### src/rtl/cpu_pkg.sv
// rtl/cpu_pkg.sv - shared micro-op types for the decode stage
package cpu_pkg;

    typedef enum logic [3:0] {
        OP_NOP  = 4'h0,
        OP_ADD  = 4'h1,
        OP_SUB  = 4'h2,
        OP_AND  = 4'h3,
        OP_OR   = 4'h4,
        OP_XOR  = 4'h5,
        OP_SHL  = 4'h6,
        OP_SHR  = 4'h7,
        OP_LD   = 4'h8,
        OP_ST   = 4'h9,
        OP_BEQZ = 4'hA,
        OP_RSVB = 4'hB,
        OP_RSVC = 4'hC,
        OP_RSVD = 4'hD,
        OP_RSVE = 4'hE,
        OP_HALT = 4'hF
    } opcode_e;

    typedef enum logic [1:0] {
        CLS_ALU = 2'd0,
        CLS_MEM = 2'd1,
        CLS_BR  = 2'd2,
        CLS_SYS = 2'd3
    } uop_class_e;

    typedef struct packed {
        opcode_e    op;
        logic [1:0] rd;
        logic [1:0] rs;
        uop_class_e cls;
        logic       wr_rd;
        logic       illegal;
        logic [7:0] pc;
    } uop_t;

endpackage

### src/rtl/instr_decoder.sv
// rtl/instr_decoder.sv - combinational 8-bit instruction to micro-op field decode
module instr_decoder
    import cpu_pkg::*;
(
    input  logic [7:0] instr,
    output opcode_e    op,
    output logic [1:0] rd,
    output logic [1:0] rs,
    output uop_class_e cls,
    output logic       wr_rd,
    output logic       illegal
);

    assign op = opcode_e'(instr[7:4]);
    assign rd = instr[3:2];
    assign rs = instr[1:0];

    always_comb begin
        cls     = CLS_SYS;
        wr_rd   = 1'b0;
        illegal = 1'b0;
        case (op)
            OP_NOP:                          cls = CLS_ALU;
            OP_ADD, OP_SUB, OP_AND, OP_OR,
            OP_XOR, OP_SHL, OP_SHR: begin
                cls   = CLS_ALU;
                wr_rd = 1'b1;
            end
            OP_LD: begin
                cls   = CLS_MEM;
                wr_rd = 1'b1;
            end
            OP_ST:                           cls = CLS_MEM;
            OP_BEQZ:                         cls = CLS_BR;
            OP_HALT:                         cls = CLS_SYS;
            default:                         illegal = 1'b1;
        endcase
    end

endmodule

### src/rtl/decode_queue.sv
// rtl/decode_queue.sv - decode stage with in-order micro-op FIFO and flush
module decode_queue
    import cpu_pkg::*;
#(
    parameter int DEPTH = 4,
    localparam int CW   = $clog2(DEPTH) + 1
) (
    input  logic          clk,
    input  logic          rst_n,
    input  logic          in_valid,
    input  logic [7:0]    in_instr,
    input  logic [7:0]    in_pc,
    output logic          in_ready,
    input  logic          flush,
    output logic          out_valid,
    input  logic          out_ready,
    output logic [3:0]    out_op,
    output logic [1:0]    out_rd,
    output logic [1:0]    out_rs,
    output logic [1:0]    out_class,
    output logic          out_wr_rd,
    output logic          out_illegal,
    output logic [7:0]    out_pc,
    output logic [CW-1:0] count
);

    localparam int PW = $clog2(DEPTH);

    uop_t          mem [DEPTH];
    logic [PW-1:0] wr_ptr;
    logic [PW-1:0] rd_ptr;
    logic          enq;
    logic          deq;
    uop_t          head;

    opcode_e       dec_op;
    logic [1:0]    dec_rd;
    logic [1:0]    dec_rs;
    uop_class_e    dec_cls;
    logic          dec_wr_rd;
    logic          dec_illegal;

    instr_decoder u_dec (
        .instr   (in_instr),
        .op      (dec_op),
        .rd      (dec_rd),
        .rs      (dec_rs),
        .cls     (dec_cls),
        .wr_rd   (dec_wr_rd),
        .illegal (dec_illegal)
    );

    assign in_ready  = (count != CW'(DEPTH));
    assign out_valid = (count != '0);
    assign enq       = in_valid && in_ready && !flush;
    assign deq       = out_valid && out_ready && !flush;

    // Storage carries no reset; validity is tracked purely by pointers and count.
    always_ff @(posedge clk) begin
        if (enq) begin
            mem[wr_ptr] <= '{op: dec_op, rd: dec_rd, rs: dec_rs, cls: dec_cls,
                             wr_rd: dec_wr_rd, illegal: dec_illegal, pc: in_pc};
        end
    end

    always_ff @(posedge clk or negedge rst_n) begin
        if (!rst_n) begin
            wr_ptr <= '0;
            rd_ptr <= '0;
            count  <= '0;
        end else if (flush) begin
            wr_ptr <= '0;
            rd_ptr <= '0;
            count  <= '0;
        end else begin
            if (enq) wr_ptr <= wr_ptr + PW'(1);
            if (deq) rd_ptr <= rd_ptr + PW'(1);
            case ({enq, deq})
                2'b10:   count <= count + CW'(1);
                2'b01:   count <= count - CW'(1);
                default: count <= count;
            endcase
        end
    end

    assign head        = mem[rd_ptr];
    assign out_op      = head.op;
    assign out_rd      = head.rd;
    assign out_rs      = head.rs;
    assign out_class   = head.cls;
    assign out_wr_rd   = head.wr_rd;
    assign out_illegal = head.illegal;
    assign out_pc      = head.pc;

endmodule

### config.mk
export PLATFORM = sky130hd
export DESIGN_NAME = decode_queue
export DESIGN_NICKNAME = d
export VERILOG_FILES = /design/src/rtl/cpu_pkg.sv /design/src/rtl/instr_decoder.sv /design/src/rtl/decode_queue.sv
export SDC_FILE = /design/constraint.sdc
export NUM_CORES = 1
export LEC_CHECK = 0
export BUFFER_PORTS_ARGS = -buffer_cell sky130_fd_sc_hd__buf_2
export CORE_ASPECT_RATIO = 0.8
export CORE_MARGIN = 5
export CORE_UTILIZATION = 55
export CTS_CLUSTER_DIAMETER = 50
export CTS_CLUSTER_SIZE = 25
export DETAILED_ROUTE_END_ITERATION = 12
export PLACE_DENSITY_LB_ADDON = 0.25
export SKIP_LAST_GASP = 1
export SLEW_MARGIN = 5
export SYNTH_ARGS = -nofsm -noshare
export SYNTH_HDL_FRONTEND = slang
export SYNTH_SLANG_ARGS = --single-unit
### constraint.sdc
create_clock -name clk -period 3.7 [get_ports clk]
set_input_delay 0.74 -clock clk [delete_from_list [all_inputs] [get_ports clk]]
set_output_delay 0.74 -clock clk [all_outputs]
set_load 0.01 [all_outputs]
# ---- Word-level counts from Yosys, hierarchy flattened
# Memories as Yosys holds them, arrays and structs flattened.
# Index checks and enable logic that the tools add are counted.
dict set report word_totals {
  ram_bits 80
  n_memories 1
  output_inout_bits 25
  ff_bits 7
  in_bits 21
}
dict set report op_classes {
  n_mux 11
  n_reduce_logical 14
  eq_ne 14
  add_sub_neg 4
}
# memory words width rd rd_ports_with_merged_regs write_ports line
set mem_list {}
lappend mem_list {mem 4 20 1 0 1 decode_queue.sv:29} ;# uop_t mem [DEPTH];
# cell count
set op_table {}
lappend op_table {{4-bit by 3-bit equality test with 1-bit output (second input constant)} 4}
lappend op_table {{4-bit equality test (second input constant)} 4}
lappend op_table {{8-bit OR reduction} 2}
lappend op_table {{12-bit OR reduction} 1}
lappend op_table {{4-bit by 2-bit equality test with 1-bit output (second input constant)} 2}
lappend op_table {{2-bit two-way mux} 4}
lappend op_table {{2-bit one-hot mux with 3 select lines} 1}
lappend op_table {{3-bit one-hot mux with 2 select lines} 1}
lappend op_table {{3-bit nonzero test} 2}
lappend op_table {{2-bit by 1-bit adder with 2-bit output (second input constant)} 2}
lappend op_table {{4-bit by 1-bit equality test with 1-bit output (second input constant)} 1}
lappend op_table {{1-bit logical AND} 4}
lappend op_table {{4-bit zero test} 1}
lappend op_table {{1-bit two-way mux} 4}
lappend op_table {{2-bit nonzero test} 2}
lappend op_table {{3-bit by 1-bit adder with 3-bit output (second input constant)} 1}
lappend op_table {{3-bit two-way mux} 1}
lappend op_table {{3-bit != test (second input constant)} 1}
lappend op_table {{3-bit by 1-bit subtractor with 3-bit output (second input constant)} 1}
lappend op_table {{2-bit by 1-bit equality test with 1-bit output (second input constant)} 1}
lappend op_table {{2-bit equality test (second input constant)} 1}
lappend op_table {{2-bit OR reduction} 1}
lappend op_table {{1-bit zero test} 1}

# ---- Longest topological paths before layout
dict set report logic_depth {
  depth_word 6
  ltp_mapped 8
  depth_no_buf 7
}

# ---- Hierarchy
# A second synthesis with hierarchy kept.
dict set report hier_totals {
  hier_cells 188
  hier_area_um2 3583.4
}
# mod seq_area_each_um2 cells_per_inst instances area_each_um2
set modules_own_cells {}
lappend modules_own_cells {decode_queue 2577.5 172 1 3467.1}
lappend modules_own_cells {instr_decoder 0.0 16 1 116.4}

# ---- Worst setup path before layout
# Ideal clock, no wire load.
dict set report synth_timing {
  kind {input to register}
  from {input in_valid}
  to {memory mem[0][0] (netlist name), enable pin}
  path_stages 4
  n_path_buf 1
  arrival_time_ns 1.718
  setup_slack_ns 1.604
  setup_time_ns 0.378
  t_required_ns 3.322
  path_cell_list {buf_6 > inv_2 > nor3_1 > and2_1}
}
dict set report synth_between {
  elab_chain_len 4
}
# element line
set synth_rtl {}
lappend synth_rtl {{from (decl)} decode_queue.sv:10} ;# input logic in_valid,
lappend synth_rtl {{1-bit logical AND (2 in series)} decode_queue.sv:55} ;# assign enq = in_valid && in_ready && !flush;
lappend synth_rtl {{1-bit two-way mux} decode_queue.sv:60} ;# if (enq) begin
lappend synth_rtl {{1-bit two-way mux (implied by the code)} decode_queue.sv:61} ;# mem[wr_ptr] <= '{op: dec_op, rd: dec_rd, rs: dec_rs, cls: dec_cls,
lappend synth_rtl {{to (decl)} decode_queue.sv:29}
# No other way between the ends.

# ---- Final worst setup path
dict set report layout_timing {
  from {register rd_ptr[1]}
  to {output out_pc[2]}
}
dict set report layout_between {
  elab_chain_len 1
}
# element line
set layout_rtl {}
lappend layout_rtl {{from (decl)} decode_queue.sv:31} ;# logic [PW-1:0] rd_ptr;
lappend layout_rtl {{from (signal assigned)} decode_queue.sv:77} ;# if (deq) rd_ptr <= rd_ptr + PW'(1);
lappend layout_rtl {{memory 4 x 20 bit} -}
lappend layout_rtl {{to (decl)} decode_queue.sv:23} ;# output logic [7:0] out_pc,
# No other way between the ends.

==> flow_metrics.tcl <==
set metrics [dict create \
    postLayoutCellArea_um2 4040 \
    synthXorXnorAreaFrac_pct 1.24 \
    cts_made_buffers 9 \
    synthFlopType "edfxtp_1" \
    fin_cells 321 \
    dieArea_um2 8160 \
    rr_worst_depth 4 \
    period_needed_ns 2.69 \
    leakage_nw 1.40 \
    synth_edf_count 80 \
    grt_pass1_vias 1822 \
    critical_path_class "flip-flop to output port" \
    pre_cts_slack_ns 1.14 \
    path_max_fanout 21 \
    dr.pass1.iters 4 \
    antenna_found_initial 0 \
    vias 1771 \
    critPathTopFamily "flip-flops" \
    fin_total_pwr_mw 2.06 \
    r2r_start "count[0]" \
    synth_seq_cells 87 \
    dp_cells 305 \
    hp-class "input port to async pin" \
    finalWirelength_um 5810 \
    drv_cap 0 \
    syn_area_um2 3550 \
    drtIter0Drc 87 \
    relSlewSlack_pct 32.9 \
    reg2reg_slack_ns 1.52 \
    gp_congestion 0.806 \
    clock_latency_ns 0.35 \
    period_share_pct 72.8 \
    vias_per_cell 5.52 \
    fin_nets 258 \
    remaining_drc_errors 0 \
    slowest_delay_ns 1.01 \
    clock-skew-final_ns 0.0131 \
    num_io_pins 46 \
    regToRegEndpoint "mem[0][0]" \
    clockBufferDepth 2 \
    grt_max_degree 22 \
    cp.required_ns 2.96 \
    synth_compound_area_share_pct 3.95 \
    synth_nets 206 \
    finalMaxSlewViolations 0 \
    die_w_um 99.8 \
    n_antenna_cell 0 \
    tightest_slew_ns 1.01 \
    synth_top_family_by_area "multiplexers" \
    hpwl_um 4010 \
    port_buffers 45 \
    gr-total-overflow 0 \
    holdBufCountCts 0 \
    whs_ns 0.218 \
    htreeDepth 3 \
    rsz0062_at_grt "no" \
    path_buf_inv 1 \
    fp.dieH_um 81.8 \
    cts_root_buffer "clkbuf_8" \
    path_cells "mux4_2, buf_2" \
    synth_cell_types 38 \
    p_per_area_nw_per_um2 509 \
    place_area_um2 3840 \
    core-area_um2 6340 \
    startpoint "rd_ptr[1]" \
    ys_warn_count 0 \
    area_growth_pct 13.9 \
    final_hold_viol_count 0 \
    status "completed" \
    avgSynthCellArea_um2 19.7 \
    path_depth 2 \
    clock_sink_count 87 \
    async_reset_ff_share_pct 8.05 \
    cts.clk_slew.worst_paths_ns 0.08 \
    final_util_pct 63.7 \
    cp-start-kind "flip-flop" \
    yosysSeqAreaShare_pct 72.7 \
    synthCells 180 \
    cts_setup_buffers 0 \
    tns_ns 0 \
    worstPathArrival_ns 1.95 \
    tritoncts "yes" \
    fmax_mhz 371 \
    muxShareOfSynthArea_pct 12.7 \
    start_util_pct 55.9 \
    synthAdderAreaFrac_pct 1.98 \
    final_antenna_net_count 0 \
    endpoint_kind "output port" \
    ir_worst_vdd_mv 0.261 \
    worst_path_max_delay_cell "dfrtp_1" \
    synth-simple-area-share_pct 4.66 \
    worst_slack_ns 1.01 \
    drt-wirelength-per-cell_um 18.1 \
    rows 26 \
    crit_end "out_pc[2]" \
    grtUsageTotal_pct 16.3 \
    grt_pass1_wl_um 9650 \
    finalSetupViolCount 0 \
    cts_resized 0 \
    drive_gt1_share_pct 38.8 \
]
==> per-layer routing <==
layer	up-vias	track usage, %	wire length [um]
met5	-	0	0
met1	896	21.3	2540
met2	48	26.2	2910
met3	2	6.37	342
met4	0	4.09	15
li1	825	-	-
==> logic make-up (layout without fill, tap and decap cells) <==
family,Yosys count,count (layout)
DFF,87,87
adders and majority gates,5,5
AOI/OAI and AO/OA,19,19
xor gates and xnor gates,5,5
buffers and inverters,16,73
and+or+nand+nor,28,28
muxes,20,20
==> cells in the mapped netlist (2+ instances only) <==
| library cell | n | share of area (%) |
|---|---|---|
| buf_6 | 2 | 0.64 |
| nand3_1 | 3 | 0.42 |
| nand3b_1 | 2 | 0.42 |
| nand2b_1 | 2 | 0.35 |
| nand2_1 | 2 | 0.21 |
| a21oi_1 | 5 | 0.71 |
| buf_4 | 6 | 1.3 |
| nor3_1 | 3 | 0.42 |
| mux4_2 | 20 | 13 |
| edfxtp_1 | 80 | 68 |
| ha_1 | 4 | 1.4 |
| a2111oi_2 | 2 | 0.85 |
| dfrtp_1 | 7 | 4.9 |
| xnor2_1 | 3 | 0.74 |
| and2_1 | 5 | 0.88 |
| xor2_1 | 2 | 0.49 |
| inv_1 | 4 | 0.42 |
| o21ai_1 | 2 | 0.28 |
| inv_2 | 2 | 0.21 |
| nor2_1 | 6 | 0.64 |
==> area by class of cell <==
type	count	area, um2
well taps	84	105
clock buffers	9	124
repair buffers	51	270
fillers	464	2300
multi-input cells	77	870
flip-flops and latches	87	2580
clock inverters	7	71.3
inverters	6	22.5
==> placed cells by master, fill, tap and decap left out, drive strengths merged, types with 2 or more instances in the layout <==
master / synthesis / layout
xor2: 2 / 2
nand3b: 2 / 2
and2: 5 / 5
mux4: 20 / 20
clkbuf: 1 / 9
nand2b: 3 / 3
nand3: 3 / 3
buf: 9 / 51
a21oi: 5 / 5
clkinv: 0 / 3
xnor2: 3 / 3
inv: 6 / 8
o21ai: 3 / 3
nor2: 6 / 6
edfxtp: 80 / 80
nor3: 3 / 3
nand2: 2 / 2
ha: 4 / 4
dfrtp: 7 / 7
a2111oi: 2 / 2
==> where the power goes <==
group	internal, mW	switching (mW)	leakage (nW)	total (mW)
clock	0.314	0.316	0.0990	0.630
sequential	1.11	0.0324	0.822	1.14
combinational	0.140	0.143	0.478	0.284
==> flip-flops by register name (all words and copies together), names as in the netlist <==
name and cells:
count 3, mem 80, rd_ptr 2, wr_ptr 2
==> worst register-to-register path: cells and delay by family (launching register included) <==
kind | cells | cell delay, ns
and+or+nand+nor | 3 | 0.96
DFF | 1 | 0.60
buffers and inverters | 1 | 0.31
==> how the worst min path moves through the flow <==
stage	startpoint	to	slack, ns
after floorplan	rst_n	count[0]	0.44
final	rst_n	wr_ptr[1]	0.22
after global routing	rst_n	wr_ptr[1]	0.20
after detailed placement	rst_n	count[2]	0.58
after global placement	rst_n	count[2]	0.58
after CTS	rst_n	count[2]	0.20
Power figures use the tool's default switching activity.
